[config.mk]
export PLATFORM = sky130hd
export DESIGN_NAME = ram_port_arbiter_flat
export DESIGN_NICKNAME = d
export VERILOG_FILES = /design/src/rtl/ram_port_arbiter_if.sv /design/src/rtl/ram_port_arbiter.sv /design/src/flat_wrapper.sv
export SDC_FILE = /design/constraint.sdc
export NUM_CORES = 1
export LEC_CHECK = 0
export CAP_MARGIN = 0
export CORE_ASPECT_RATIO = 0.75
export CORE_MARGIN = 5
export CORE_UTILIZATION = 21
export DETAILED_ROUTE_END_ITERATION = 10
export GPL_TIMING_DRIVEN = 0
export PLACE_DENSITY = 0.78
export SETUP_SLACK_MARGIN = 0.02
export SLEW_MARGIN = 20
export SYNTH_ARGS = -nofsm -noshare
export SYNTH_HDL_FRONTEND = slang
export SYNTH_SLANG_ARGS = --single-unit
[constraint.sdc]
create_clock -name clk -period 2.2 [get_ports clk]
set_input_delay 0.66 -clock clk [delete_from_list [all_inputs] [get_ports clk]]
set_output_delay 0.66 -clock clk [all_outputs]
set_load 0.02 [all_outputs]
[src/rtl/ram_port_arbiter_if.sv]
// rtl/ram_port_arbiter_if.sv - one requester's view of the shared RAM data port
interface ram_port_arbiter_if #(
   parameter int ADDR_WIDTH = 12
);
   logic                  req;
   logic [3:0]            we;
   logic [ADDR_WIDTH-1:0] addr;
   logic [31:0]           din;
   logic                  lock;
   logic                  gnt;
   logic                  rvalid;
   logic [31:0]           rdata;

   modport master (
      output req, we, addr, din, lock,
      input  gnt, rvalid, rdata
   );

   modport slave (
      input  req, we, addr, din, lock,
      output gnt, rvalid, rdata
   );
endinterface

[src/rtl/ram_port_arbiter.sv]
// rtl/ram_port_arbiter.sv - round-robin, burst-lockable arbiter for RAM data port A
module ram_port_arbiter #(
   parameter int ADDR_WIDTH = 12,
   parameter int MAX_BURST  = 16
) (
   input  logic                  clk,
   input  logic                  rst_n,
   ram_port_arbiter_if.slave     m0,
   ram_port_arbiter_if.slave     m1,
   output logic [3:0]            ram_we,
   output logic [ADDR_WIDTH-1:0] ram_addr,
   output logic [31:0]           ram_din,
   input  logic [31:0]           ram_dout
);
   localparam int CNT_W = $clog2(MAX_BURST + 1);
   localparam logic [CNT_W:0] MAX_CNT = (CNT_W + 1)'(MAX_BURST);

   typedef enum logic [1:0] {ARB, HOLD0, HOLD1} state_t;

   state_t           state_q, state_d;
   logic             last_q, last_d;
   logic [CNT_W-1:0] cnt_q, cnt_d;
   logic             pend_valid_q, pend_valid_d;
   logic             pend_id_q, pend_id_d;

   logic             arb_open;
   logic             gnt0, gnt1;
   logic             granted, sel;
   logic [3:0]       sel_we;
   logic             sel_lock, other_req;
   logic [CNT_W:0]   next_cnt;

   always_comb begin
      state_d      = state_q;
      last_d       = last_q;
      cnt_d        = cnt_q;
      pend_valid_d = 1'b0;
      pend_id_d    = pend_id_q;
      gnt0         = 1'b0;
      gnt1         = 1'b0;
      ram_we       = '0;
      ram_addr     = '0;
      ram_din      = '0;

      // A holder that drops req gives the port back within the same cycle.
      arb_open = (state_q == ARB) ||
                 (state_q == HOLD0 && !m0.req) ||
                 (state_q == HOLD1 && !m1.req);

      if (rst_n) begin
         if (arb_open) begin
            if (m0.req && (!m1.req || last_q))
               gnt0 = 1'b1;
            else if (m1.req)
               gnt1 = 1'b1;
         end else if (state_q == HOLD0) begin
            gnt0 = 1'b1;
         end else begin
            gnt1 = 1'b1;
         end
      end

      granted   = gnt0 | gnt1;
      sel       = gnt1;
      sel_we    = sel ? m1.we   : m0.we;
      sel_lock  = sel ? m1.lock : m0.lock;
      other_req = sel ? m0.req  : m1.req;
      next_cnt  = (arb_open ? '0 : {1'b0, cnt_q}) + 1'b1;

      if (granted) begin
         ram_we       = sel_we;
         ram_addr     = sel ? m1.addr : m0.addr;
         ram_din      = sel ? m1.din  : m0.din;
         last_d       = sel;
         pend_valid_d = (sel_we == 4'b0000);
         if (sel_we == 4'b0000)
            pend_id_d = sel;
         // Burst length only matters when the other side is waiting; saturate otherwise.
         if (sel_lock && !(other_req && next_cnt >= MAX_CNT)) begin
            state_d = sel ? HOLD1 : HOLD0;
            cnt_d   = (next_cnt >= MAX_CNT) ? MAX_CNT[CNT_W-1:0] : next_cnt[CNT_W-1:0];
         end else begin
            state_d = ARB;
            cnt_d   = '0;
         end
      end else if (arb_open) begin
         state_d = ARB;
         cnt_d   = '0;
      end
   end

   always_ff @(posedge clk) begin
      if (!rst_n) begin
         state_q      <= ARB;
         last_q       <= 1'b1;
         cnt_q        <= '0;
         pend_valid_q <= 1'b0;
         pend_id_q    <= 1'b0;
      end else begin
         state_q      <= state_d;
         last_q       <= last_d;
         cnt_q        <= cnt_d;
         pend_valid_q <= pend_valid_d;
         pend_id_q    <= pend_id_d;
      end
   end

   assign m0.gnt    = gnt0;
   assign m1.gnt    = gnt1;
   // Masking with rst_n kills the response of a read granted just before reset.
   assign m0.rvalid = rst_n & pend_valid_q & ~pend_id_q;
   assign m1.rvalid = rst_n & pend_valid_q &  pend_id_q;
   assign m0.rdata  = ram_dout;
   assign m1.rdata  = ram_dout;
endmodule

[src/flat_wrapper.sv]
// flat-port wrapper written by rule: the top's interface ports become plain ports
module ram_port_arbiter_flat 
#(
   parameter int ADDR_WIDTH = 12,
   parameter int MAX_BURST  = 16
)
  (clk, rst_n, ram_we, ram_addr, ram_din, ram_dout, m0_req, m0_we, m0_addr, m0_din, m0_lock, m0_gnt, m0_rvalid, m0_rdata, m1_req, m1_we, m1_addr, m1_din, m1_lock, m1_gnt, m1_rvalid, m1_rdata);
  ram_port_arbiter_if #(.ADDR_WIDTH(ADDR_WIDTH)) m0_i ();
  ram_port_arbiter_if #(.ADDR_WIDTH(ADDR_WIDTH)) m1_i ();
  input  logic clk;
  input  logic rst_n;
  output logic [3:0] ram_we;
  output logic [ADDR_WIDTH-1:0] ram_addr;
  output logic [31:0] ram_din;
  input  logic [31:0] ram_dout;
  input wire logic [$bits(m0_i.req)-1:0] m0_req;
  input wire logic [$bits(m0_i.we)-1:0] m0_we;
  input wire logic [$bits(m0_i.addr)-1:0] m0_addr;
  input wire logic [$bits(m0_i.din)-1:0] m0_din;
  input wire logic [$bits(m0_i.lock)-1:0] m0_lock;
  output wire logic [$bits(m0_i.gnt)-1:0] m0_gnt;
  output wire logic [$bits(m0_i.rvalid)-1:0] m0_rvalid;
  output wire logic [$bits(m0_i.rdata)-1:0] m0_rdata;
  input wire logic [$bits(m1_i.req)-1:0] m1_req;
  input wire logic [$bits(m1_i.we)-1:0] m1_we;
  input wire logic [$bits(m1_i.addr)-1:0] m1_addr;
  input wire logic [$bits(m1_i.din)-1:0] m1_din;
  input wire logic [$bits(m1_i.lock)-1:0] m1_lock;
  output wire logic [$bits(m1_i.gnt)-1:0] m1_gnt;
  output wire logic [$bits(m1_i.rvalid)-1:0] m1_rvalid;
  output wire logic [$bits(m1_i.rdata)-1:0] m1_rdata;
  assign m0_i.req = m0_req;
  assign m0_i.we = m0_we;
  assign m0_i.addr = m0_addr;
  assign m0_i.din = m0_din;
  assign m0_i.lock = m0_lock;
  assign m0_gnt = m0_i.gnt;
  assign m0_rvalid = m0_i.rvalid;
  assign m0_rdata = m0_i.rdata;
  assign m1_i.req = m1_req;
  assign m1_i.we = m1_we;
  assign m1_i.addr = m1_addr;
  assign m1_i.din = m1_din;
  assign m1_i.lock = m1_lock;
  assign m1_gnt = m1_i.gnt;
  assign m1_rvalid = m1_i.rvalid;
  assign m1_rdata = m1_i.rdata;
  ram_port_arbiter #(.ADDR_WIDTH(ADDR_WIDTH), .MAX_BURST(MAX_BURST)) u_core (.clk(clk), .rst_n(rst_n), .m0(m0_i), .m1(m1_i), .ram_we(ram_we), .ram_addr(ram_addr), .ram_din(ram_din), .ram_dout(ram_dout));
endmodule
==> qor.yml, run 1 <==
crit_top_cell: "buf_12"
max_stage_delay_ns: 0.29
fin_nets: 618
synth_compound_area_share_pct: 27.3
fillCellCount: 592
start_kind: "input pin"
drc: 0
irDropWorstVdd_mv: 0.157
drt.antenna.violating_nets: 0
worstHoldPathType: "reg -> reg"
hp-start: "u_core.pend_id_q"
power.density_mw_per_mm2: 327
numCtsBuffers: 3
synth-edff-count: 0
cp_max_fo: 10
period_minus_slack_ns: 2.53
outcome: "finished with violations"
gp_congestion: 0.886
final-seq-area_um2: 206
p_leak_nw: 2.12
setup_viol: 50
worstReg2RegEnd: "u_core.state_q[0]"
row_count: 27
synth-seq-cells: 10
synth_top_family_by_area: "buffers and inverters"
diodes: 0
critPathCaptureType: "output port"
vias_per_cell: 4.48
synth_flop_cell: "dfxtp_1"
vias: 2614
grt_max_degree: 11
final_common_cell: "clkdlybuf4s50_1"
crit_chain: "buf_8 > nor2b_4 > a211o_1 > buf_12 > buf_12 > o22ai_4 > nor2_2 > buf_6"
dpl.hpwl_um: 8140
async_flop_share_pct: 0
yosys.area_share.xor_xnor_pct: 1.07
synth_area_per_cell_um2: 6.63
dieArea_mm2: 0.00965
fmaxAchievable_mhz: 395
cap_violations: 0
cp_data_arrival_time_ns: 1.87
synth_fa_ha_area_share_pct: 0.767
grt_usage_pct: 18.2
wirelength_um: 10100
slowest_stage: "a211o_1"
insertion_delay_ns: 0.24
rsz0062_at_grt: "yes"
slew_headroom_pct: 74.4
cts.clk_slew.worst_paths_ns: 0.06
cts_root_buf: "clkbuf_8"
synthCells: 246
cts_tree: "done"
path_class: "in -> out"
first_iter_violations: 79
io_buffers: 216
cp_top_family: "buffers and inverters"
synth-seq-area-share_pct: 12.3
hold_path_end: "u_core.pend_id_q"
hold_violations: 0
drive_above_1_share_pct: 55.6
coreArea_mm2: 0.00747
ys_types: 36
syn_to_final_growth_pct: 214
path_depth: 8
syn_nets: 381
r2r_setup_slack_ns: 0.26
whs_path_depth: 1
tightest_slew_ns: 0.383
fin_skew_ns: 0.00638
violations: "negative setup slack"
grt_overflow: 0
die_h_um: 86.3
cp.required_ns: 1.54
fin_util_pct: 68.7
yosysWarnings: 0
start_util_pct: 21.9
multiInputGateArea_mm2: 0.00154
layout_common_cells: "clkdlybuf4s50_1, buf_4, nor2_2"
die_w_um: 112
tns_ns: -14.61
cts_hold_buf: 0
r2r-start: "u_core.state_q[0]"
period_share_pct: 115
synthMuxAreaShare_pct: 0.613
grt_pass1_wl_um: 14400
worst_slack_ns: -0.331
clk_path_buf_depth: 2
reg2reg_depth: 7
drtPass1Iterations: 4
antenna_found_initial: 0
htree_num_levels: 1
grt_pass1_vias: 2692
ios: 250
synthSimpleGateAreaFrac_pct: 21.2
netlist_area_mm2: 0.00163
finalMaxSlewViolations: 0
crit_buf_inv: 4
wire_per_inst_um: 17.4
cts_sinks: 10
==> per-layer routing <==
layer	global-route usage, %	up-vias	wire length [um]
met4	3.09	0	125
li1	-	1280	-
met2	32.7	132	5140
met3	5.65	10	833
met5	0	-	0
met1	21.8	1192	4030
==> how the worst max path moves through the flow <==
| stage | startpoint | end | slack (ns) |
|---|---|---|---|
| 4_1_cts | m1_req | ram_addr[2] | -0.32 |
| 6_report | m0_req | ram_din[7] | -0.33 |
| 2_1_floorplan | m0_req | ram_we[0] | -0.08 |
| 3_5_place_dp | m1_req | ram_din[1] | -1.41 |
| 3_3_place_gp | m1_req | ram_addr[5] | -1.41 |
| 5_1_grt | u_core.state_q[0] | ram_we[2] | -0.38 |
==> layout make-up <==
type	count	area share [%]
plain buffers	81	14.7
clock buffers	4	1.07
inverters	5	0.610
multi-input cells	150	29.9
flip-flops and latches	10	4.03
well taps	101	2.46
repair buffers	232	47.2
==> cells in the mapped netlist, types with 2 or more instances <==
| library cell | n | area, um2 |
|---|---|---|
| or2_2 | 2 | 12.5 |
| inv_1 | 4 | 15.0 |
| o22ai_1 | 44 | 275 |
| buf_2 | 10 | 50.1 |
| a21oi_1 | 7 | 35.0 |
| buf_6 | 3 | 33.8 |
| xor2_1 | 2 | 17.5 |
| dfxtp_1 | 10 | 200 |
| a21o_1 | 3 | 22.5 |
| and3_1 | 3 | 18.8 |
| nand2_1 | 12 | 45.0 |
| nor4_1 | 2 | 12.5 |
| nor2_1 | 47 | 176 |
| a31oi_1 | 2 | 12.5 |
| nand3_1 | 3 | 15.0 |
| a211oi_1 | 2 | 15.0 |
| o21bai_1 | 2 | 15.0 |
| a211o_1 | 2 | 17.5 |
| nor3_1 | 3 | 15.0 |
| buf_4 | 64 | 480 |
| clkbuf_1 | 4 | 15.0 |
==> what timing repair did <==
action | 4_1_cts | 5_1_grt
gates cloned | 3 | 3
setup buffers | 7 | 3
gates resized for setup | 350 | 40
endpoints found under the setup margin | 57 | 58
pin swaps | 19 | 13
==> power by group <==
| group | total (mW) | switching, mW | internal [mW] |
|---|---|---|---|
| registers | 0.193 | 0.00698 | 0.186 |
| clock network | 0.241 | 0.0830 | 0.158 |
| logic | 1.24 | 0.541 | 0.700 |
| total | 1.68 | 0.631 | 1.04 |
==> worst reg2reg max path, stage by stage, from the launching register on <==
cell       delay (ns)
dfxtp_4          0.36
or2_1            0.22
a211o_1          0.33
buf_12           0.17
buf_4            0.14
buf_4            0.13
mux2i_1          0.14
a2111oi_1        0.34
==> registers in the layout (all words and copies together) (netlist names) <==
signal and cells:
u_core.pend_id_q 1, u_core.cnt_q 5, u_core.state_q 2, u_core.last_q 1, u_core.pend_valid_q 1
==> metrics by stage <==
stage	power (mW)	hold WS (ns)	instances	cell area (um2)	worst slack (ns)
after floorplan	0.724	0.476	246	2070	-0.0792
after global placement	1.22	0.491	563	4360	-1.41
after detailed placement	1.23	0.497	563	4360	-1.41
after CTS	1.61	0.508	577	4860	-0.323
after global routing	1.75	0.540	583	5130	-0.380
final	1.68	0.506	583	5130	-0.331
==> kinds of logic (layout without fill, tap and decap cells) <==
kind of cell | count (synthesis) | after routing
xor gates and xnor gates | 2 | 2
DFF | 10 | 10
buffers and inverters | 86 | 322
adders and majority gates | 1 | 1
muxes | 1 | 1
AOI/OAI and AO/OA | 67 | 67
and+or+nand+nor | 79 | 79
No activity file was read; power rests on OpenSTA's default activity.
==> run 2: changes to the inputs <==
--- a/config.mk
+++ b/config.mk
@@ -5,7 +5,7 @@
 export SDC_FILE = /design/constraint.sdc
 export NUM_CORES = 1
 export LEC_CHECK = 0
-export CAP_MARGIN = 0
+export CAP_MARGIN = 20
 export CORE_ASPECT_RATIO = 0.75
 export CORE_MARGIN = 5
 export CORE_UTILIZATION = 21
==> constraint.sdc (replaced) <==
create_clock -name clk -period 2.2 [get_ports clk]
set_input_delay 0.55 -clock clk [delete_from_list [all_inputs] [get_ports clk]]
set_output_delay 0.55 -clock clk [all_outputs]
set_load 0.02 [all_outputs]
==> qor.yml, run 2 (synthesis gave the netlist of run 1 again) <==
r2r_setup_slack_ns: 0.17
period_minus_slack_ns: 2.40
tightest_slew_ns: 0.344
holdWs_ns: 0.509
die_h_um: 86.3
die_w_um: 112
cap_violations: 0
cp_max_fo: 6
syn_to_final_growth_pct: 185
cts_root_buf: "clkbuf_8"
crit_chain: "or2_4 > a211o_1 > buf_8 > buf_12 > clkinv_8 > nand2_4 > a21oi_4 > buf_6"
irDropWorstVdd_mv: 0.141
hold_violations: 0
reg2reg_depth: 7
start_util_pct: 21.9
cp_top_family: "buffers and inverters"
gp_congestion: 0.882
grt_max_degree: 11
fin_nets: 620
r2r-start: "u_core.state_q[1]"
slew_headroom_pct: 77.1
grt_usage_pct: 19.2
dpl.hpwl_um: 8480
dieArea_mm2: 0.00965
grt_overflow: 0
drt.antenna.violating_nets: 0
layout_common_cells: "clkdlybuf4s50_1, buf_4, nor2_1"
htree_num_levels: 1
path_class: "reg -> out"
fmaxAchievable_mhz: 416
cts.clk_slew.worst_paths_ns: 0.04
ios: 250
cts_sinks: 10
clk_path_buf_depth: 2
regMostFlops: "u_core.cnt_q"
start_kind: "register"
drive_above_1_share_pct: 46.2
io_buffers: 216
p_leak_nw: 2.03
critPathCaptureType: "output port"
diodes: 0
final_common_cell: "clkdlybuf4s50_1"
first_iter_violations: 121
worst_slack_ns: -0.202
dp.cells: 563
violations: "negative setup slack"
finalMaxSlewViolations: 0
fillCellCount: 653
power.density_mw_per_mm2: 321
coreArea_mm2: 0.00747
cp.required_ns: 1.65
crit_buf_inv: 4
row_count: 27
path_depth: 8
numCtsBuffers: 3
drc: 0
grt_pass1_vias: 2787
vias: 2693
period_share_pct: 109
cp-endpoint: "ram_we[1]"
fin_skew_ns: 0.00196
cts_tree: "done"
insertion_delay_ns: 0.23
antenna_found_initial: 0
worstReg2RegEnd: "u_core.cnt_q[4]"
largest_reg_flops: 5
outcome: "finished with violations"
cp_data_arrival_time_ns: 1.85
wirelength_um: 10600
vias_per_cell: 4.61
layout.cells.non_filler: 584
rsz0062_at_grt: "yes"
grt_pass1_wl_um: 15000
worstHoldPathType: "in -> reg"
startpoint: "u_core.state_q[0]"
slowest_stage: "dfxtp_4"
reg.largest.list: "u_core.cnt_q: 5 flops, u_core.state_q: 2 flops"
drtPass1Iterations: 4
wire_per_inst_um: 18.2
max_stage_delay_ns: 0.35
setup_viol: 50
run 2: what timing repair did:
action                     CTS  global route
hold buffers                 0             0
resized for setup          306            82
cloned                       2             2
setup endpoints to repair   57            51
pin swaps                    7            19
buffers inserted             9             5
run 2: how the worst min path moves through the flow:
stage / end / start / cells past startpoint / slack [ns]
2_1_floorplan: u_core.pend_id_q / u_core.pend_id_q / 1 / 0.48
3_3_place_gp: u_core.pend_id_q / u_core.pend_id_q / 1 / 0.49
3_5_place_dp: u_core.pend_id_q / u_core.pend_id_q / 1 / 0.52
4_1_cts: u_core.pend_id_q / u_core.pend_id_q / 1 / 0.53
5_1_grt: u_core.state_q[1] / m0_req / 2 / 0.50
6_report: u_core.state_q[1] / m0_req / 2 / 0.51
run 2: layer usage:
| layer | up-vias | part of all wire, % | global-route usage [%] |
|---|---|---|---|
| met5 | - | 0 | 0 |
| met4 | 0 | 2.7 | 4.75 |
| met3 | 23 | 8.0 | 6.28 |
| met2 | 138 | 52 | 35.0 |
| met1 | 1245 | 37 | 21.6 |
| li1 | 1287 | - | - |
run 2: cell type report:
| class | count | area, um2 | area share (%) |
|---|---|---|---|
| Multi-Input combinational cell | 150 | 1280 | 27.5 |
| Buffer | 81 | 706 | 15.2 |
| Tap cell | 101 | 126 | 2.72 |
| Timing Repair Buffer | 234 | 2260 | 48.6 |
| Clock buffer | 3 | 41.3 | 0.888 |
| Inverter | 5 | 31.3 | 0.673 |
| Sequential cell | 10 | 206 | 4.44 |
run 2: report_power, final:
part	switching (mW)	internal, mW
sequential	0.00498	0.187
combinational	0.494	0.621
clock	0.0651	0.119
run 2: through the flow:
stage	utilization, %	TNS (ns)	setup WS [ns]	total power, mW	cell area (um2)
after floorplan	-	0	0.0261	0.637	1680
after global placement	53.2	-58.13	-1.27	1.12	3970
after detailed placement	53.2	-59.29	-1.29	1.14	3970
after CTS	56.2	-7.53	-0.182	1.37	4200
after global routing	62.3	-11.60	-0.283	1.57	4650
final	62.3	-8.07	-0.202	1.49	4650
